**src/rtl/nota_controller.sv**
```systemverilog
`default_nettype none
// ============================================================================
//  Module      : nota_controller
//  Description : Collects NNOTAS grades entered on the board switches,
//                averages them by repeated subtraction, and shows the
//                A/F/P letter code on the 7-segment display.
//  Revision    : 1.0 - initial release
// ============================================================================
module nota_controller #(
    parameter int          NBITS_NOTA = 4,
    parameter int          NNOTAS     = 4,
    parameter int          NOTA_MAX   = 10,
    parameter logic [7:0]  LETRA_A    = 8'b01110111,
    parameter logic [7:0]  LETRA_F    = 8'b01110001,
    parameter logic [7:0]  LETRA_P    = 8'b01110011
) (
    input  logic                  clk_2,
    input  logic                  reset_n,
    input  logic [NBITS_NOTA-1:0] nota_in,
    input  logic                  enter,
    input  logic                  clear,
    output logic [7:0]            SEG,
    output logic [7:0]            LED,
    output logic [NBITS_NOTA-1:0] media,
    output logic                  done
);

    localparam int SUM_W = 8;
    localparam int CNT_W = 5;

    localparam logic [CNT_W-1:0]      c_nnotas_cnt = CNT_W'(NNOTAS);
    localparam logic [SUM_W-1:0]      c_nnotas_sum = SUM_W'(NNOTAS);
    localparam logic [NBITS_NOTA-1:0] c_nota_max   = NBITS_NOTA'(NOTA_MAX);

    typedef enum logic [1:0] {
        COLLECT = 2'd0,
        DIVIDE  = 2'd1,
        SHOW    = 2'd2,
        UNUSED  = 2'd3
    } state_t;

    state_t           r_state;
    logic [SUM_W-1:0] r_sum;
    logic [CNT_W-1:0] r_count;
    logic [SUM_W-1:0] r_quo;
    logic [SUM_W-1:0] r_rem;
    logic             r_err;
    logic             r_enter_q;
    logic             r_clear_q;

    logic             w_enter_rise;
    logic             w_clear_rise;
    logic [SUM_W-1:0] w_sum_next;
    logic [CNT_W-1:0] w_cnt_next;
    logic [7:0]       w_letter;

    // Switch edge events and the next accumulator/counter values
    always_comb begin
        w_enter_rise = enter & ~r_enter_q;
        w_clear_rise = clear & ~r_clear_q;
        w_sum_next   = r_sum + SUM_W'(nota_in);
        w_cnt_next   = r_count + CNT_W'(1);
        if (r_quo >= SUM_W'(7))
            w_letter = LETRA_A;
        else if (r_quo >= SUM_W'(4))
            w_letter = LETRA_F;
        else
            w_letter = LETRA_P;
    end

    // Sequencing FSM with registered display outputs
    always_ff @(posedge clk_2 or negedge reset_n) begin
        if (!reset_n) begin
            r_state   <= COLLECT;
            r_sum     <= '0;
            r_count   <= '0;
            r_quo     <= '0;
            r_rem     <= '0;
            r_err     <= 1'b0;
            r_enter_q <= 1'b0;
            r_clear_q <= 1'b0;
            SEG       <= '0;
            media     <= '0;
            done      <= 1'b0;
        end else begin
            r_enter_q <= enter;
            r_clear_q <= clear;
            if (w_clear_rise) begin
                // Abort wins over everything, including a simultaneous enter
                r_state <= COLLECT;
                r_sum   <= '0;
                r_count <= '0;
                r_err   <= 1'b0;
                r_quo   <= '0;
                SEG     <= '0;
                media   <= '0;
                done    <= 1'b0;
            end else begin
                case (r_state)
                    COLLECT: begin
                        if (w_enter_rise) begin
                            if (nota_in > c_nota_max) begin
                                r_err <= 1'b1;
                            end else begin
                                r_sum   <= w_sum_next;
                                r_count <= w_cnt_next;
                                r_err   <= 1'b0;
                                if (w_cnt_next == c_nnotas_cnt) begin
                                    r_state <= DIVIDE;
                                    r_rem   <= w_sum_next;
                                    r_quo   <= '0;
                                end
                            end
                        end
                    end
                    DIVIDE: begin
                        if (r_rem >= c_nnotas_sum) begin
                            r_rem <= r_rem - c_nnotas_sum;
                            r_quo <= r_quo + SUM_W'(1);
                        end else begin
                            r_state <= SHOW;
                            media   <= r_quo[NBITS_NOTA-1:0];
                            SEG     <= w_letter;
                            done    <= 1'b1;
                        end
                    end
                    SHOW: begin
                        // A new enter edge starts a fresh round; its grade is dropped
                        if (w_enter_rise) begin
                            r_state <= COLLECT;
                            r_sum   <= '0;
                            r_count <= '0;
                            r_err   <= 1'b0;
                            SEG     <= '0;
                            media   <= '0;
                            done    <= 1'b0;
                        end
                    end
                    default: begin
                        // Unreachable encoding: recover to a clean COLLECT
                        r_state   <= COLLECT;
                        r_sum     <= '0;
                        r_count   <= '0;
                        r_quo     <= '0;
                        r_rem     <= '0;
                        r_err     <= 1'b0;
                        r_enter_q <= 1'b0;
                        r_clear_q <= 1'b0;
                        SEG       <= '0;
                        media     <= '0;
                        done      <= 1'b0;
                    end
                endcase
            end
        end
    end

    // Status LEDs: state, error flag, grades collected so far
    always_comb begin
        LED = {r_state, r_err, r_count};
    end

endmodule
`default_nettype wire
```
**config.mk**
```make
export PLATFORM = sky130hd
export DESIGN_NAME = nota_controller
export DESIGN_NICKNAME = d
export VERILOG_FILES = /design/src/rtl/nota_controller.sv
export SDC_FILE = /design/constraint.sdc
export NUM_CORES = 1
export LEC_CHECK = 0
export CELL_PAD_IN_SITES_DETAIL_PLACEMENT = 1
export CELL_PAD_IN_SITES_GLOBAL_PLACEMENT = 1
export CORE_ASPECT_RATIO = 2
export CORE_UTILIZATION = 25
export DETAILED_ROUTE_END_ITERATION = 10
export PLACE_DENSITY_LB_ADDON = 0.1
export SLEW_MARGIN = 10
export SYNTH_ARGS = -nofsm -noshare
export SYNTH_HDL_FRONTEND = slang
export SYNTH_SLANG_ARGS = --single-unit
```
**constraint.sdc**
```tcl
create_clock -name clk_2 -period 3.3 [get_ports clk_2]
set_clock_uncertainty 0.15 [all_clocks]
set_input_delay 0.825 -clock clk_2 [delete_from_list [all_inputs] [get_ports clk_2]]
set_output_delay 0.825 -clock clk_2 [all_outputs]
set_load 0.03 [all_outputs]
```
# After elaboration in Yosys (flattened, before gate mapping)
# Cells that the tools add are included.
# op_classes
n_eq_ne	16
add_sub_neg	4
reduce_logical	8
n_mux	49
n_lt_le_gt_ge	4
n_bitwise	6
# ops
op	count
8-bit two-way mux	16
8-bit case mux with 3 select lines	4
8-bit by 3-bit greater-or-equal comparator with 1-bit output (second input constant)	3
5-bit two-way mux	4
3-bit inequality test (second input constant)	6
5-bit case mux with 3 select lines	1
2-bit two-way mux	7
2-bit inequality test (second input constant)	7
4-bit two-way mux	3
4-bit case mux with 3 select lines	1
1-bit two-way mux	10
5-bit AND reduction	2
8-bit by 1-bit adder with 8-bit output (second input constant)	1
8-bit by 4-bit adder with 8-bit output	1
8-bit by 3-bit subtractor with 8-bit output (second input constant)	1
1-bit case mux with 3 select lines	2
2-bit case mux with 3 select lines	1
3-bit AND reduction	2
6-bit AND reduction	1
5-bit by 1-bit adder with 5-bit output (second input constant)	1
5-bit by 3-bit == test with 1-bit output (second input constant)	1
4-bit > comparator (second input constant)	1
1-bit NOT	4
4-bit AND reduction	1
5 further kinds	6
# word_totals
output_inout_bits	21
in_bits	8
wordCells	98
ff_bits	47

# Logic depth before layout (Yosys ltp)
# Gate-level depths: netlist of the first run.
# logic_depth
word_depth	7
mapped_depth	8

# Worst setup path after synthesis of the first run
# No wires, ideal clock.
# synth_timing
path_type	in2reg
from	input nota_in[0]
to	register r_rem[6]
setup_slack_ns	0.849
n_path_buf	0
cell_stages	7
t_arrival_ns	2.168
path_cell_list	ha_1 fa_1 a21o_1 o21ai_0 xnor2_1 a32oi_1 o21ai_0
# synth_via
elab_chain_len	5
word_cells_on_any_way	8
classes_between	add/sub (1); order compare (1); eq/ne (1); mux (4); reduce/logical (1)
# synth_rtl
element	line_no	text
start, declared	19	input logic [NBITS_NOTA-1:0] nota_in,
8-bit by 4-bit adder with 8-bit output	61	w_sum_next = r_sum + SUM_W'(nota_in);
8-bit two-way mux	108	if (w_cnt_next == c_nnotas_cnt) begin
8-bit two-way mux	102	if (nota_in > c_nota_max) begin
8-bit two-way mux	101	if (w_enter_rise) begin
8-bit case mux with 3 select lines	99	case (r_state)
end signal, assigned	110	r_rem <= w_sum_next;
end signal, assigned	118	r_rem <= r_rem - c_nnotas_sum;
end, declared	46	logic [SUM_W-1:0] r_rem;
# Parallel ways exist; a longest one is shown, timed or not. The select of a mux whose other input is x is not followed.
# A chain may end at the register's enable or synchronous reset.

# Worst setup path after layout of the first run
# Ends and elaborated chain as after synthesis.

==> run_results.csv, run 1 <==
group,metric,value,unit
power_and_ir_drop,leakagePower,1.32,nW
sta,fmax,0.348,GHz
yosys,synth_edf_count,0,
setup_path,path_class,"in -> reg",
die,rows,51,
placement,place_congestion,0.727,
clock_network,cts_sinks,41,
power_and_ir_drop,ir_drop,0.266,mV
drt,drc,0,
clock_network,cts_tree,"done",
die,start_util,0.255,
placement,place_ws,72.0,ps
finish,nets,320,
global_routing,grt_util_all_layers,0.164,
sta,tightest_slew,793,ps
yosys,synthCells,272,
yosys,synth.area.top_cells,"dfrtp_1, o21ai_0, ha_1, nand2_1, a21oi_1",
die,coreArea,9700,um^2
drt,vias_per_cell,4.94,
yosys,syn_area,2480,um^2
job,cap_violations,0,
clock_network,root_buffer,"clkbuf_16",
yosys,netlist-cell-type-count,54,
global_routing,antenna_found_initial,0,
clock_network,cts_buffers,5,
setup_path,cp_data_arrival_time,2930,ps
drt,dr.pass1.iters,4,
setup_path,worstPathRequired,3360,ps
yosys,synth-async-reset-ratio,1.00,
yosys,syn-mean-instance-area,9.10,um^2
power_and_ir_drop,power_density,489,nW/um^2
drt,detailroute.via_count,2150,
sta,finalHoldViolCount,0,
drt,final_antenna_net_count,0,
sta,final.setup.tns,0,ps
finish,diodes,0,
setup_path,start_kind,"primary input",
clock_network,clk_path_buf_depth,2,
global_routing,grt_pass1_wl,12600,um
sta,layout_setup_ws,426,ps
yosys,synth_ff_type,"dfrtp_1",
yosys,yosysWarnings,0,
die,die_y,143,um
clock_network,cts_resized,0,
clock_network,post_cts_buffers,0,
drt,drt-total-wl,7840,um
clock_network,clk_latency,290,ps
finish,areaGrowthSynthToFinish,24.4,%
setup_path,cp_max_fo,3,
finish,drive_above_1_share,0.106,
global_routing,grt.overflow.total,0,
sta,setup_viol,0,
yosys,ys_ff_latch,41,
min_path,hp-class,"in -> async",
clock_network,path_clk_slew,60,ps
global_routing,grt_max_degree,29,
sta,final_max_slew_viol_count,0,
sta,finalCritPeriodShare,0.871,
yosys,synth-seq-area-share,0.414,
clock_network,htreeDepth,2,
clock_network,hold_buffers,0,
sta,rsz0062_at_grt,"false",
die,dieWidth,72.4,um
global_routing,grt_pass1_vias,2205,
drt,routedWlPerCell,18.0,um
yosys,synth_top_area_cell,"dfrtp_1",
yosys,synth_top_area_frac,0.414,
placement,hpwlAfterDp,6000,um
run_status,status,"finished clean",
placement,port_buffers,26,
power_and_ir_drop,power,1.50,mW
drt,drtIter0Drc,63,
die,io_pins,29,
setup_path,cp-end-kind,"flip-flop",
sta,finalCriticalPeriod,2870,ps
sta,slew_headroom,0.467,
die,die-area,10300,um^2
-- logic make-up after synthesis --
family | share of synthesized area
buffers and inverters | 0.0520
multiplexers | 0.0167
adder cells (fa/ha/maj) | 0.0536
other | 0.00151
XOR/XNOR | 0.0177
AO/OA/AOI/OAI | 0.247
flip-flops | 0.414
AND/OR/NAND/NOR | 0.198
-- cell usage in the layout, fill, tap and decap left out, drive strengths merged, types with 7 or more instances in the layout --
cell type,n
clkbuf,7
inv,10
clkdlybuf4s50,25
ha,9
nor3,7
dfrtp,41
buf,14
nand2,27
a22o,9
o21ai,28
nor2,17
a21oi,17
-- through the flow --
step,util,cell area [um^2],instances,hold WS [ps]
floorplan,-,2480,273,296
global placement,0.300,2910,427,314
detailed placement,0.300,2910,427,339
CTS,0.317,3080,435,353
global route,0.317,3080,435,367
finish,0.317,3080,435,332
-- Yosys cell counts, types with 7 or more instances --
library cell,instances
nor2_1,17
buf_4,7
inv_1,10
dfrtp_1,41
o21ai_0,28
ha_1,9
clkbuf_1,9
nor3_1,7
a22o_1,8
a21oi_1,17
nand2_1,27
-- critical path, cell delays in order --
cell and delay, ps:
clkdlybuf4s50_1 430, ha_1 250, fa_1 420, a21o_1 200, o21ai_0 390, xnor2_1 170, a32oi_1 70, o21ai_0 170
-- path summary, 6_finish.rpt --
kind                            startpoint  cells after the start         to  slack, ps
worst min register to register   r_clear_q                      1  r_clear_q        350
worst min-delay path               reset_n                      1   r_quo[6]        330
worst max-delay path            nota_in[0]                      8   r_rem[6]        430
worst max register to register  r_count[0]                      6   r_quo[6]        840
max in group asynchronous          reset_n                      2   r_rem[6]       1960
min in group clk_2               r_clear_q                      1  r_clear_q        350
-- cell type report --
type                       instances  area [um^2]
fill                            1176         6620
clock inverter                     1         30.0
sequential                        41         1030
timing repair buffer              39          353
multi-input combinational        205         1330
tap                              132          165
clock buffer                       7          143
inverter                          10         37.5
-- routing by layer --
layer  GRT usage  vias up  routed length, um
li1            -     1043                  -
met1       0.164     1076               2910
met2       0.331       25               4680
met3      0.0205        6                123
met4      0.0568        0                120
met5           0        -                  0
-- power by group --
group / internal, mW / switching [mW]
Clock: 0.379 / 0.223
Combinational: 0.134 / 0.172
Sequential: 0.536 / 0.0599
Total: 1.05 / 0.455
-- flip-flops by register name, summed over array words and instances, names as in the netlist --
register and flops:
media 4, r_sum 8, r_clear_q 1, r_quo 8, r_state 2, r_enter_q 1
r_rem 8, SEG 3, r_count 5, r_err 1
No activity file was read; power rests on OpenSTA's default activity.
==> run 2: changes to the inputs <==
- ABC_AREA: default -> 1
- CTS_CLUSTER_DIAMETER: default -> 200
==> run 2 against run 1 <==
  * Routed wire length is 9.9% lower
  * Critical path depth down 7
  * Sequential power grew 18%
==> run_results.csv, run 2 <==
group,metric,value,unit
run_status,status,"finished clean",
setup_path,cp-endpoint,"LED[7]",
yosys,synth_edf_count,0,
drt,vias_per_cell,4.54,
yosys,syn-mean-instance-area,7.87,um^2
setup_path,rrSetupSlack,1120,ps
die,rows,51,
sta,finalCritPeriodShare,0.768,
die,die_y,143,um
die,coreArea,9700,um^2
sta,slew_headroom,0.470,
yosys,synth_ff_type,"dfrtp_1",
drt,final_antenna_net_count,0,
die,die-area,10400,um^2
placement,place_congestion,0.692,
global_routing,grt_pass1_wl,11600,um
drt,drt-total-wl,7060,um
setup_path,critical_path.top_delay_family,"buffers and inverters",
placement,port_buffers,26,
clock_network,root_buffer,"clkbuf_16",
setup_path,max_stage_delay,740,ps
die,io_pins,29,
sta,hold_ws,310,ps
clock_network,path_clk_slew,60,ps
power_and_ir_drop,ir_drop,0.209,mV
yosys,syn_area,2490,um^2
yosys,synth-async-reset-ratio,1.00,
placement,place_ws,496,ps
setup_path,cp_max_fo,7,
setup_path,cp_cell_sequence,"clkdlybuf4s50_1",
clock_network,clk_latency,290,ps
yosys,synth-seq-area-share,0.411,
drt,drtIter0Drc,29,
clock_network,hold_buffers,0,
sta,final.setup.tns,0,ps
yosys,yosysMostFrequentCell,"nand2_1",
sta,setup_viol,0,
drt,drc,0,
clock_network,post_cts_buffers,0,
setup_path,worstSetupPathDepth,1,
setup_path,worst_path_max_delay_cell,"clkdlybuf4s50_1",
drt,routedWlPerCell,14.9,um
finish,mostFrequentLayoutCell,"nand2_1",
clock_network,clk_path_buf_depth,2,
drt,detailroute.via_count,2152,
yosys,netlist-cell-type-count,40,
drt,dr.pass1.iters,2,
setup_path,reg2regPathDepth,8,
setup_path,cp-startpoint,"r_state[1]",
power_and_ir_drop,power_density,634,nW/um^2
setup_path,start_kind,"flip-flop",
yosys,synth_top_area_cell,"dfrtp_1",
setup_path,critPathBufInv,1,
sta,rsz0062_at_grt,"false",
sta,finalCriticalPeriod,2530,ps
yosys,yosysWarnings,0,
yosys,synth_commonest_cells,"nand2_1, dfrtp_1, inv_1",
setup_path,worstPathRequired,2320,ps
finish,diodes,0,
sta,finalHoldViolCount,0,
setup_path,r2r_start,"r_state[1]",
finish,reg_top3,"r_quo x8, r_rem x8, r_sum x8",
die,start_util,0.257,
yosys,ys_ff_latch,41,
yosys,synth_top_area_frac,0.411,
yosys,synthCells,317,
clock_network,cts_buffers,5,
setup_path,path_class,"reg -> out",
setup_path,cp-end-kind,"output port",
finish,nets,360,
global_routing,grt_pass1_vias,2277,
job,cap_violations,0,
clock_network,cts_sinks,41,
sta,tightest_slew,787,ps
power_and_ir_drop,leakagePower,1.45,nW
global_routing,grt_util_all_layers,0.151,
sta,fmax,0.395,GHz
clock_network,cts_resized,0,
global_routing,grt.overflow.total,0,
finish,drive_above_1_share,0.114,
min_path,hp-class,"in -> async",
clock_network,cts_tree,"done",
die,dieWidth,72.6,um
finish,final_cell_mix,"nand2_1, dfrtp_1, inv_1",
sta,final_max_slew_viol_count,0,
global_routing,antenna_found_initial,0,
setup_path,cp_data_arrival_time,1560,ps
sta,layout_setup_ws,766,ps
setup_path,rr_endpoint,"r_quo[7]",
placement,hpwlAfterDp,5510,um
global_routing,grt_max_degree,25,
yosys,synth.area.top_cells,"dfrtp_1, nand2_1, nand3_1, inv_1, ha_1",
clock_network,htreeDepth,2,
finish,areaGrowthSynthToFinish,20.3,%
-- run 2: cell types whose count changed after synthesis, sizes merged, moves of 5 or more --
cell	delta
nand2	+60
inv	+34
nand3	+29
a21oi	-11
a22o	-9
clkbuf	-9
o22ai	+8
nor2b	-6
o31ai	-6
nand2b	-5
nand4	+5
-- run 2: worst min-delay path by stage --
| stage | startpoint | end | slack (ps) |
|---|---|---|---|
| final | reset_n | media[2] | 310 |
| after CTS | reset_n | media[2] | 320 |
| after global placement | r_rem[1] | r_rem[1] | 330 |
| after detailed placement | r_rem[1] | r_rem[1] | 340 |
| after floorplan | r_rem[0] | r_rem[0] | 300 |
| after global routing | reset_n | media[2] | 350 |
-- run 2: power breakdown --
part	leakage, nW	switching [mW]	internal, mW	total [mW]
logic	0.835	0.439	0.253	0.692
registers	0.547	0.106	0.600	0.706
clock network	0.0690	0.207	0.297	0.504
total	1.45	0.752	1.15	1.90
-- run 2: cell type report --
type | count | area (um^2)
Clock buffer | 6 | 139
Clock inverter | 1 | 7.51
Fill cell | 1215 | 6700
Inverter | 44 | 168
Multi-Input combinational cell | 222 | 1220
Sequential cell | 41 | 1030
Tap cell | 132 | 165
Timing Repair Buffer | 28 | 270
-- run 2: kinds of logic after synthesis --
logic type / Yosys count / share of synthesized area
other: 1 / 0.00150
adder cells (fa/ha/maj): 10 / 0.0532
multiplexers: 1 / 0.00401
AO/OA/AOI/OAI: 44 / 0.106
XOR/XNOR: 4 / 0.0141
flip-flops: 41 / 0.411
AND/OR/NAND/NOR: 161 / 0.311
buffers and inverters: 55 / 0.0988
-- run 2: metrics by stage --
| step | std cells | cell area [um^2] | util | total power [mW] |
|---|---|---|---|---|
| 3_3_place_gp | 467 | 2850 | 0.294 | 1.42 |
| 4_1_cts | 474 | 3000 | 0.309 | 1.95 |
| 2_1_floorplan | 318 | 2500 | - | 1.19 |
| 3_5_place_dp | 467 | 2850 | 0.294 | 1.42 |
| 6_report | 474 | 3000 | 0.309 | 1.90 |
| 5_1_grt | 474 | 3000 | 0.309 | 2.05 |
-- run 2: layer usage --
layer | vias up | share of wire | global-route usage
met4 | 0 | 0.022 | 0.0671
met3 | 8 | 0.019 | 0.0198
met5 | - | 0 | 0
met1 | 1052 | 0.36 | 0.144
li1 | 1071 | - | -
met2 | 21 | 0.60 | 0.305
